==> src/rtl/alarm_timer_sched_if.sv <==
// Bus bundle for the shared alarm timer scheduler.
//   master : requester side, drives start/cancel/tick and observes the timer
//   slave  : scheduler side, drives grant/done/busy/count
//   start  [2:0]   per-requester request level
//   cancel [2:0]   per-requester abort
//   tick           timebase enable
//   grant  [2:0]   one-hot current owner, 0 when idle
//   done   [2:0]   one-cycle expiry pulse on the owner bit
//   busy           timer occupied (RUN or DONE)
//   count  [CW-1:0] remaining ticks of the current owner
interface alarm_timer_sched_if #(
    parameter int CW = 4
);
    logic [2:0]    start;
    logic [2:0]    cancel;
    logic          tick;
    logic [2:0]    grant;
    logic [2:0]    done;
    logic          busy;
    logic [CW-1:0] count;

    modport master (
        output start, cancel, tick,
        input  grant, done, busy, count
    );

    modport slave (
        input  start, cancel, tick,
        output grant, done, busy, count
    );
endinterface

==> src/rtl/alarm_timer_sched.sv <==
// Scheduler for the single countdown timer shared by the car-alarm FSM.
// Requesters: 0 = siren duration, 1 = entry delay, 2 = arming delay.
// Requests queue in pend, the lowest pending index wins when idle, and the
// owner is counted down on tick edges, then gets a one-cycle done pulse.
//   clock        system clock, rising edge
//   reset        asynchronous active-low reset
//   bus (slave)  start/cancel/tick in, grant/done/busy/count out
//
// state | meaning
// ------+------------------------------------------------------------
// IDLE  | no owner; grants the lowest pending request
// RUN   | owner counting down on tick; cancel/retrigger handled here
// DONE  | expiry cycle; done = grant for one cycle, then back to IDLE
module alarm_timer_sched #(
    parameter int CW      = 4,
    parameter int T_SIREN = 10,
    parameter int T_ENTRY = 3,
    parameter int T_ARM   = 6
) (
    input logic                clock,
    input logic                reset,
    alarm_timer_sched_if.slave bus
);

    typedef enum logic [1:0] {
        IDLE = 2'd0,
        RUN  = 2'd1,
        DONE = 2'd2
    } state_t;

    // Load values are truncated to the counter width.
    localparam logic [CW-1:0] LOAD_0 = CW'(T_SIREN);
    localparam logic [CW-1:0] LOAD_1 = CW'(T_ENTRY);
    localparam logic [CW-1:0] LOAD_2 = CW'(T_ARM);

    function automatic logic [CW-1:0] load_of(input logic [1:0] idx);
        case (idx)
            2'd0:    return LOAD_0;
            2'd1:    return LOAD_1;
            default: return LOAD_2;
        endcase
    endfunction

    state_t        state_q, state_nxt;
    logic [2:0]    pend_q, pend_nxt;
    logic [2:0]    grant_q, grant_nxt;
    logic [2:0]    done_q, done_nxt;
    logic [1:0]    owner_q, owner_nxt;
    logic [CW-1:0] count_q, count_nxt;
    logic [1:0]    sel;
    logic          found;

    always_ff @(posedge clock or negedge reset) begin
        if (!reset) begin
            state_q <= IDLE;
            pend_q  <= '0;
            grant_q <= '0;
            done_q  <= '0;
            owner_q <= '0;
            count_q <= '0;
        end else begin
            state_q <= state_nxt;
            pend_q  <= pend_nxt;
            grant_q <= grant_nxt;
            done_q  <= done_nxt;
            owner_q <= owner_nxt;
            count_q <= count_nxt;
        end
    end

    always_comb begin
        state_nxt = state_q;
        pend_nxt  = pend_q;
        grant_nxt = grant_q;
        done_nxt  = '0;
        owner_nxt = owner_q;
        count_nxt = count_q;
        sel       = '0;
        found     = 1'b0;

        // While running, start on the owner is a retrigger, not a new request.
        // In DONE it queues a fresh request for after the return to IDLE.
        for (int i = 0; i < 3; i++) begin
            if (bus.start[i] && !(state_q == RUN && owner_q == 2'(i))) begin
                pend_nxt[i] = 1'b1;
            end
        end

        // Descending scan so the lowest pending index is the one kept.
        for (int i = 2; i >= 0; i--) begin
            if (pend_q[i]) begin
                sel   = 2'(i);
                found = 1'b1;
            end
        end

        case (state_q)
            IDLE: begin
                if (found) begin
                    state_nxt     = RUN;
                    owner_nxt     = sel;
                    grant_nxt     = 3'b001 << sel;
                    count_nxt     = load_of(sel);
                    pend_nxt[sel] = 1'b0;
                end
            end
            RUN: begin
                if (bus.cancel[owner_q]) begin
                    state_nxt = IDLE;
                    grant_nxt = '0;
                    count_nxt = '0;
                end else if (bus.start[owner_q]) begin
                    count_nxt = load_of(owner_q);
                end else if (count_q == '0 || (bus.tick && count_q == CW'(1))) begin
                    state_nxt = DONE;
                    count_nxt = '0;
                    done_nxt  = grant_q;
                end else if (bus.tick) begin
                    count_nxt = count_q - CW'(1);
                end
            end
            DONE: begin
                state_nxt = IDLE;
                grant_nxt = '0;
                count_nxt = '0;
            end
            default: begin
                state_nxt = IDLE;
                grant_nxt = '0;
                count_nxt = '0;
            end
        endcase

        // Cancel wins over a same-edge start.
        pend_nxt = pend_nxt & ~bus.cancel;
    end

    assign bus.grant = grant_q;
    assign bus.done  = done_q;
    assign bus.count = count_q;
    assign bus.busy  = (state_q != IDLE);

endmodule

==> src/flat_wrapper.sv <==
// flat-port wrapper written by rule: the top's interface ports become plain ports
module alarm_timer_sched_flat 
#(
    parameter int CW      = 4,
    parameter int T_SIREN = 10,
    parameter int T_ENTRY = 3,
    parameter int T_ARM   = 6
)
  (clock, reset, bus_start, bus_cancel, bus_tick, bus_grant, bus_done, bus_busy, bus_count);
  alarm_timer_sched_if #(.CW(CW)) bus_i ();
  input logic clock;
  input logic reset;
  input wire logic [$bits(bus_i.start)-1:0] bus_start;
  input wire logic [$bits(bus_i.cancel)-1:0] bus_cancel;
  input wire logic [$bits(bus_i.tick)-1:0] bus_tick;
  output wire logic [$bits(bus_i.grant)-1:0] bus_grant;
  output wire logic [$bits(bus_i.done)-1:0] bus_done;
  output wire logic [$bits(bus_i.busy)-1:0] bus_busy;
  output wire logic [$bits(bus_i.count)-1:0] bus_count;
  assign bus_i.start = bus_start;
  assign bus_i.cancel = bus_cancel;
  assign bus_i.tick = bus_tick;
  assign bus_grant = bus_i.grant;
  assign bus_done = bus_i.done;
  assign bus_busy = bus_i.busy;
  assign bus_count = bus_i.count;
  alarm_timer_sched #(.CW(CW), .T_SIREN(T_SIREN), .T_ENTRY(T_ENTRY), .T_ARM(T_ARM)) u_core (.clock(clock), .reset(reset), .bus(bus_i));
endmodule
==> config.mk <==
export PLATFORM = sky130hd
export DESIGN_NAME = alarm_timer_sched_flat
export DESIGN_NICKNAME = d
export VERILOG_FILES = /design/src/rtl/alarm_timer_sched_if.sv /design/src/rtl/alarm_timer_sched.sv /design/src/flat_wrapper.sv
export SDC_FILE = /design/constraint.sdc
export NUM_CORES = 1
export LEC_CHECK = 0
export CAP_MARGIN = 20
export CORE_MARGIN = 3
export CORE_UTILIZATION = 53
export DETAILED_ROUTE_END_ITERATION = 7
export GPL_ROUTABILITY_DRIVEN = 0
export PLACE_DENSITY = 0.8
export SLEW_MARGIN = 10
export SYNTH_ARGS = -nofsm -noshare
export SYNTH_HDL_FRONTEND = slang
export SYNTH_SLANG_ARGS = --single-unit
==> constraint.sdc <==
create_clock -name clock -period 4.25 [get_ports clock]
set_input_delay 0.6375 -clock clock [delete_from_list [all_inputs] [get_ports clock]]
set_output_delay 0.6375 -clock clock [all_outputs]
set_load 0.02 [all_outputs]
==> impl_metrics.py, run 1 <==
metrics = {
    "sta": {
        "finalCriticalPeriod_ps": 2360,
        "fmax_ghz": 0.423,
        "rsz0062_at_grt": "false",
        "finalClockSkew_ps": 0.716,
        "hold_viol_final": 0,
        "worstMarginPinSlew_ps": 728,
        "setup_tns_ps": 0,
        "max_slew_margin_pct": 51.3,
        "setup_viol": 0,
        "timing.hold.ws_ps": 521,
        "min_period_over_period_pct": 55.6,
        "slew_violations": 0,
    },
    "global_routing": {
        "grt_max_degree": 18,
        "grt_use_total_pct": 21.2,
        "antenna_found_initial": 0,
        "overflow": 0,
        "grt_pass1_vias": 849,
        "grt_pass1_wl_um": 3900,
    },
    "die": {
        "die_y_um": 48.5,
        "core_area_um2": 1590,
        "fp.dieArea_um2": 2350,
        "initial_core_util_pct": 60.0,
        "num_rows": 14,
        "die_w_um": 48.5,
        "io_pins": 20,
    },
    "clock_tree": {
        "clk_latency_ps": 300,
        "cts_hold_buf": 0,
        "cts_resized": 0,
        "clockRootBuffer": "clkbuf_4",
        "cts_tree": "done",
        "cts_made_buffers": 3,
        "path_clk_slew_ps": 100,
        "clkSinkCount": 17,
        "clock_path_buffers": 2,
        "cts_setup_buffers": 0,
        "htree_levels": 1,
    },
    "finish": {
        "final_util_pct": 74.6,
        "mostFrequentLayoutCells": "19 x clkdlybuf4s50_1, 17 x dfrtp_1, 11 x nand2_1",
        "layout_commonest_cell": "clkdlybuf4s50_1",
        "stdcell_count": 143,
        "drive_above_1_share_pct": 6.72,
        "fin_nets": 132,
        "area_delta_synth_final_pct": 24.2,
        "antennaDiodeCount": 0,
    },
    "critical_path": {
        "critPathLaunchType": "flip-flop",
        "worstPathArrival_ps": 1730,
        "slowest_delay_ps": 560,
        "rrSetupSlack_ps": 2250,
        "r2r-start": "u_core.bus.count[0]",
        "end_kind": "primary output",
        "worst_r2r_endpoint": "u_core.bus.count[0]",
        "crit_path_end": "bus_busy",
        "crit_slowest_cell": "clkdlybuf4s50_1",
        "crit_path_cell_trace": "nor2_1 > inv_1 > clkdlybuf4s50_1",
        "worst_ep_required_time_ps": 3610,
        "startpoint": "u_core.state_q[0]",
        "path_class": "reg -> out",
        "cp_max_fo": 6,
        "r2r_cells": 7,
    },
    "logic_synthesis": {
        "syn_area_um2": 957,
        "synthCells": 98,
        "synth_async_sr_flop_share_pct": 100,
        "synth_area_leader_cell": "dfrtp_1",
        "yosys.cell_types.count": 35,
        "synthFlopType": "dfrtp_1",
        "ys_ff_latch": 17,
        "synth_top_area_share_pct": 44.4,
        "syn_area_per_cell_um2": 9.77,
        "synth_nets": 110,
        "synth_edf_count": 0,
        "yosysWarnings": 0,
        "synth_area_leaders": "dfrtp_1 44%, nand2_1 4.3%, ha_1 3.9%",
        "ys_seq_area_share_pct": 44.4,
    },
    "pwr": {
        "design_power_total_uw": 832,
        "peakVddDrop_v": 0.000504,
        "p_leak_uw": 0.000511,
        "power.density_nw_per_um2": 700,
    },
    "route": {
        "num_vias": 806,
        "drt-pass1-iter-count": 4,
        "final_antenna_net_count": 0,
        "wirelength_um": 2130,
        "drc": 0,
        "avgViaCountPerCell": 5.64,
        "wl_per_cell_um": 14.9,
        "drt_iter0_markers": 27,
    },
    "placed_design": {
        "dpl.cell_count": 139,
        "io_buffers": 19,
        "dp_hpwl_um": 1620,
    },
    "status": {
        "status": "finished clean",
    },
    "hold_path": {
        "min_path_type": "reg -> reg",
    },
    "flow_run": {
        "maxCapViolations": 0,
    },
}
## per-layer routing
metal  track usage, %  part of all wire [%]  up-vias  routed length [um]
met5                0                     0        -                   0
met4             10.9                   2.0        0                  43
met3             4.60                   3.7        5                  80
met2             31.7                    44       21                 946
met1             28.9                    50      375                1060
li1                 -                     -      405                   -
## worst min-delay path by stage
stage                             start             endpoint  slack [ps]  cells past startpoint
floorplan                         reset  u_core.bus.count[0]         340                      0
global placement    u_core.bus.grant[1]  u_core.bus.grant[1]         480                      2
detailed placement  u_core.bus.grant[2]   u_core.bus.done[2]         490                      1
CTS                 u_core.bus.grant[2]   u_core.bus.done[2]         530                      1
global route        u_core.bus.grant[2]   u_core.bus.done[2]         570                      1
finish              u_core.bus.grant[0]   u_core.bus.done[0]         520                      1
## synth_stat cells, types with 2 or more instances
cell      number
a211oi_1       3
a21boi_0       2
a21oi_1        7
and2_1         4
dfrtp_1       17
ha_1           3
inv_1          5
nand2_1       11
nand2b_1       2
nor2_1         3
nor2b_1        2
nor3_1         6
nor4_1         2
o21ai_0        7
o31a_1         2
or3_1          3
## where the power goes
group          switching, uW  leakage (uW)  internal [uW]
sequential              75.3      0.000223            212
clock                   53.3     0.0000177           35.1
combinational            251      0.000271            206
## registers in the layout (all words and copies together) (netlist names)
register	flops
u_core.bus.done	3
u_core.pend_q	3
u_core.owner_q	2
u_core.bus.grant	3
u_core.bus.count	4
u_core.state_q	2
## critical path, delay by kind of cell, from the launching register on
kind          cells  cell delay, ps
buf+inv           2             670
flops             1             440
simple gates      1             310
## cells by family (layout without fill, tap and decap cells)
| logic type | count (synthesis) | after routing | share of synthesized area [%] |
|---|---|---|---|
| simple gates | 36 | 36 | 19.2 |
| fa+ha+maj | 3 | 3 | 3.92 |
| buf+inv | 7 | 28 | 3.66 |
| mux | 2 | 2 | 2.48 |
| compound gates | 33 | 33 | 26.3 |
| flops | 17 | 17 | 44.4 |
## per-stage QoR
stage | area, um^2 | worst slack [ps]
3_5_place_dp | 1160 | 1820
2_1_floorplan | 957 | 2350
6_report | 1190 | 1890
3_3_place_gp | 1160 | 1880
4_1_cts | 1190 | 1890
5_1_grt | 1190 | 1760
## final cells by class
class	instances	area, um^2
Fill cell	123	405
Sequential cell	17	425
Timing Repair Buffer	19	190
Clock buffer	3	22.5
Inverter	5	18.8
Tap cell	24	30.0
Clock inverter	1	5.00
Multi-Input combinational cell	74	497
Note: power is estimated with default switching activity, not from simulation.
==> inputs of run 2 (changes only) <==
- CORE_UTILIZATION: 53 -> 44
- PLACE_DENSITY: 0.8 -> 0.71
- clock period: 4.25 -> 1.9 ns (I/O delays scaled with it)
==> run 2 against run 1 <==
  * Routed wire length grew 11%
  * Cell count grew 14%
  * Global-route usage shrank 1.6 points
  * Register-to-register slack lost 2200 ps
  * Clock power grew 120%
  * Total power grew to 2.6 times the previous value
  * First-iteration DRC count shrank 52%
  * Critical path type unchanged
  * Highest routed layer unchanged
==> impl_metrics.py, run 2 (synthesis results as in run 1) <==
metrics = {
    "critical_path": {
        "critPathLaunchType": "flip-flop",
        "end_kind": "primary output",
        "r2r_cells": 9,
        "cp_max_fo": 3,
        "worstPathArrival_ps": 1520,
        "worst_ep_required_time_ps": 1620,
        "path_class": "reg -> out",
    },
    "route": {
        "drt-pass1-iter-count": 4,
        "num_vias": 905,
        "final_antenna_net_count": 0,
        "drt_iter0_markers": 13,
        "drc": 0,
        "wirelength_um": 2380,
        "wl_per_cell_um": 14.6,
        "avgViaCountPerCell": 5.55,
    },
    "die": {
        "num_rows": 16,
        "die_w_um": 52.6,
        "die_y_um": 52.6,
        "io_pins": 20,
        "initial_core_util_pct": 47.8,
        "fp.dieArea_um2": 2770,
        "core_area_um2": 2000,
    },
    "finish": {
        "stdcell_count": 163,
        "area_delta_synth_final_pct": 40.4,
        "layout_commonest_cell": "clkdlybuf4s50_1",
        "largest_reg_flops": 4,
        "mostFrequentLayoutCells": "18 x clkdlybuf4s50_1, 17 x buf_4, 16 x dfrtp_1",
        "antennaDiodeCount": 0,
        "fin_nets": 149,
        "fillers": 174,
        "drive_above_1_share_pct": 24.3,
    },
    "sta": {
        "worstMarginPinSlew_ps": 395,
        "finalClockSkew_ps": 4.94,
        "max_slew_margin_pct": 73.0,
        "finalCriticalPeriod_ps": 1810,
        "min_period_over_period_pct": 95.2,
        "fmax_ghz": 0.553,
        "slew_violations": 0,
        "setup_viol": 0,
        "hold_viol_final": 0,
    },
    "pwr": {
        "p_leak_uw": 0.000599,
        "peakVddDrop_v": 0.000893,
        "power.density_nw_per_um2": 1600,
        "design_power_total_uw": 2160,
    },
    "global_routing": {
        "overflow": 0,
        "grt_max_degree": 18,
        "grt_pass1_wl_um": 3970,
        "antenna_found_initial": 0,
        "grt_use_total_pct": 19.6,
        "grt_pass1_vias": 922,
    },
    "clock_tree": {
        "cts_hold_buf": 0,
        "clockRootBuffer": "clkbuf_4",
        "clkSinkCount": 17,
        "cts_made_buffers": 3,
        "clock_path_buffers": 2,
        "clk_latency_ps": 290,
        "cts_tree": "done",
        "path_clk_slew_ps": 100,
        "htree_levels": 1,
    },
    "placed_design": {
        "dpl.cell_count": 156,
        "dp_hpwl_um": 1770,
        "io_buffers": 19,
    },
    "status": {
        "status": "finished clean",
    },
    "hold_path": {
        "min_path_type": "in -> async",
    },
    "flow_run": {
        "maxCapViolations": 0,
    },
}
## run 2: cell types whose count changed in the layout (fill, tap and decap cells not counted), sizes merged
cell,delta
dlymetal6s2s,+1
clkbuf,+1
clkdlybuf4s50,-1
buf,+17
clkinv,-1
## run 2: layout make-up
type                       count  area [um^2]  share of cell area [%]
multi-input combinational     74          518                    38.5
clock buffer                   4         26.3                    1.96
timing repair buffer          36          320                    23.8
inverter                       5         18.8                    1.40
sequential                    17          427                    31.8
tap                           27         33.8                    2.51
## run 2: through the flow
| stage | area (um^2) | utilization [%] | hold slack [ps] | TNS, ps | setup slack, ps |
|---|---|---|---|---|---|
| final | 1340 | 67.1 | 313 | 0 | 90.9 |
| after global routing | 1340 | 67.1 | 311 | -13.8 | -9.72 |
| after CTS | 1300 | 64.8 | 319 | 0 | 33.7 |
| after detailed placement | 1270 | 63.4 | 491 | -212 | -67.4 |
| after global placement | 1270 | 63.4 | 481 | -1.81 | -1.81 |
| after floorplan | 957 | - | -10.6 | 0 | 4.48 |
## run 2: worst max-delay path, cell delays in order, from the launching register on
cell             delay [ps]
dfrtp_1                 410
buf_4                   130
buf_4                   100
clkdlybuf4s50_1         590
## run 2: path summary, 6_finish.rpt
| kind | from | endpoint | slack, ps |
|---|---|---|---|
| min in group clock | u_core.bus.grant[1] | u_core.bus.grant[1] | 510 |
| hold reg to reg | u_core.bus.grant[1] | u_core.bus.grant[1] | 510 |
| setup / recovery | u_core.bus.count[0] | bus_count[0] | 90 |
| setup reg to reg | u_core.bus.count[1] | u_core.bus.done[2] | 90 |
| hold / removal | reset | u_core.bus.done[1] | 310 |
| max in group asynchronous | reset | u_core.owner_q[0] | 1380 |
## run 2: repair_timing
item                                    4_1_cts  5_1_grt
setup buffers                                 0        4
endpoints found under the setup margin        0        5
gates resized for setup                       0       10
## run 2: metal layers
metal | vias up | share of wire, % | wire length, um | track usage, %
li1 | 437 | - | - | -
met1 | 443 | 46 | 1090 | 25.5
met2 | 21 | 48 | 1140 | 31.6
met3 | 4 | 5.1 | 122 | 5.41
met4 | 0 | 0.88 | 21 | 5.11
met5 | - | 0 | 0 | 0
## run 2: power breakdown
group / switching [uW] / internal, uW / total (uW)
registers: 158 / 479 / 637
clock network: 111 / 81.7 / 193
logic: 660 / 666 / 1330
==> inputs of run 3 (changes only) <==
- clock period: 1.9 -> 1.5 ns (I/O delays scaled with it)
==> run 3 against run 2 <==
  * The run now ends with negative setup slack left
  * Global-route usage rose by 2.3 points
  * Critical path depth rose by 3
  * Count of clock-buffer cells in the layout fell by 1
  * Clock skew fell by 0.61 ps
  * Register-to-register slack got worse by 340 ps
  * Sequential share of layout area fell by 3.7 points
  * Cell count rose by 7.4%
  * Combinational power rose by 59%
  * Sequential power rose by 28%
  * Design area rose by 14%
  * Largest cell class unchanged
==> impl_metrics.py, run 3 (synthesis results as in run 1) <==
metrics = {
    "finish": {
        "area_delta_synth_final_pct": 60.5,
        "multi_input_area_um2": 609,
        "fillers": 134,
        "regArea_um2": 430,
        "final_util_pct": 76.8,
        "antennaDiodeCount": 0,
        "fin_nets": 161,
        "mostFrequentLayoutCells": "28 x buf_4, 13 x dfrtp_1, 9 x nand2_1",
        "drive_above_1_share_pct": 41.9,
        "layout_commonest_cell": "buf_4",
        "stdcell_count": 175,
        "largest_reg_flops": 4,
    },
    "route": {
        "wirelength_um": 2730,
        "num_vias": 979,
        "drc": 0,
        "avgViaCountPerCell": 5.59,
        "wl_per_cell_um": 15.6,
        "drt_iter0_markers": 19,
        "drt-pass1-iter-count": 4,
        "final_antenna_net_count": 0,
    },
    "sta": {
        "rsz0062_at_grt": "true",
        "setup_tns_ps": -969,
        "finalClockSkew_ps": 4.33,
        "min_period_over_period_pct": 117,
        "setup_viol": 8,
        "slew_violations": 0,
        "hold_viol_final": 0,
        "timing.final.ws_setup_ps": -253,
        "max_slew_margin_pct": 69.2,
        "finalCriticalPeriod_ps": 1750,
        "fmax_ghz": 0.570,
        "worstMarginPinSlew_ps": 457,
        "timing.hold.ws_ps": 236,
    },
    "critical_path": {
        "cp_top_family": "compound AO/OA/AOI/OAI gates",
        "r2r_cells": 6,
        "crit_path_cell_trace": "mux2i_2 > o22ai_2 > buf_4 > o21bai_1 > a21boi_0 > o31ai_1",
        "critPathLaunchType": "flip-flop",
        "r2r-start": "u_core.owner_q[0]",
        "path_class": "reg -> reg",
        "rrSetupSlack_ps": -250,
        "cp_num_cells": 6,
        "worstPathArrival_ps": 1960,
        "end_kind": "flip-flop",
        "worst_r2r_endpoint": "u_core.bus.count[1]",
        "startpoint": "u_core.owner_q[0]",
        "crit_buf_inv": 1,
        "slowest_delay_ps": 480,
        "cp_max_fo": 7,
        "crit_path_end": "u_core.bus.count[1]",
        "worst_ep_required_time_ps": 1700,
        "crit_slowest_cell": "dfrtp_2",
    },
    "flow_run": {
        "maxCapViolations": 0,
    },
    "global_routing": {
        "grt_use_total_pct": 21.9,
        "grt_max_degree": 18,
        "grt_pass1_wl_um": 4410,
        "overflow": 0,
        "antenna_found_initial": 0,
        "grt_pass1_vias": 976,
    },
    "die": {
        "die_w_um": 52.6,
        "die_y_um": 52.6,
        "initial_core_util_pct": 47.8,
        "num_rows": 16,
        "core_area_um2": 2000,
        "io_pins": 20,
        "fp.dieArea_um2": 2770,
    },
    "clock_tree": {
        "clk_latency_ps": 300,
        "clockRootBuffer": "clkbuf_4",
        "clkSinkCount": 17,
        "cts_tree": "done",
        "clock_path_buffers": 2,
        "path_clk_slew_ps": 110,
        "htree_levels": 1,
        "cts_made_buffers": 3,
    },
    "placed_design": {
        "io_buffers": 19,
        "dp_hpwl_um": 1940,
        "dpl.cell_count": 169,
    },
    "pwr": {
        "power.density_nw_per_um2": 2070,
        "p_leak_uw": 0.000748,
        "design_power_total_uw": 3190,
        "peakVddDrop_v": 0.00145,
    },
    "status": {
        "violations": "negative setup slack",
        "status": "finished with violations",
    },
    "hold_path": {
        "min_path_type": "in -> async",
    },
}
run 3: cell types whose count changed in the layout (fill, tap and decap cells not counted), moves of 3 or more:
cell / change
buf_4: +11
clkdlybuf4s50_1: -10
dfrtp_1: -3
dfrtp_2: +3
dlygate4sd2_1: +7
run 3: cell type report:
cell class | instances | area share, %
clock inverters | 1 | 0.489
inverters | 5 | 1.38
well taps | 27 | 2.20
clock buffers | 3 | 1.47
flip-flops and latches | 17 | 28.0
repair buffers | 48 | 26.8
multi-input cells | 74 | 39.7
run 3: layer usage:
| layer | global-route usage (%) | vias to the layer above | part of all wire [%] |
|---|---|---|---|
| met5 | 0 | - | 0 |
| li1 | - | 463 | - |
| met2 | 38.6 | 27 | 54 |
| met1 | 27.7 | 487 | 41 |
| met3 | 2.56 | 2 | 4.2 |
| met4 | 6.38 | 0 | 0.84 |
run 3: per-stage QoR:
| stage | setup WS (ps) | cell area (um^2) |
|---|---|---|
| finish | -253 | 1540 |
| global route | -307 | 1540 |
| CTS | -135 | 1490 |
| detailed placement | -338 | 1420 |
| global placement | -274 | 1420 |
| floorplan | -235 | 1010 |
run 3: timing repair:
item | CTS | global route
hold buffers | 0 | 0
endpoints found under the setup margin | 17 | 16
pin swaps | 7 | 6
setup buffers | 1 | 1
gates resized for setup | 20 | 17
gates cloned | 0 | 0
run 3: worst min path at each step:
stage                   startpoint                   to  slack (ps)  cells after the start
2_1_floorplan                reset  u_core.bus.count[0]         -70                      0
3_3_place_gp   u_core.bus.grant[1]  u_core.bus.grant[1]         480                      2
3_5_place_dp   u_core.bus.grant[1]  u_core.bus.grant[1]         490                      2
4_1_cts                      reset   u_core.bus.done[0]         230                      2
5_1_grt                      reset    u_core.state_q[0]         230                      2
6_report                     reset    u_core.state_q[0]         240                      2
run 3: report_power, final:
group          total [uW]  switching (uW)  internal [uW]
clock                 264             163            102
sequential            817             201            615
combinational        2110            1070           1040
total                3190            1430           1760
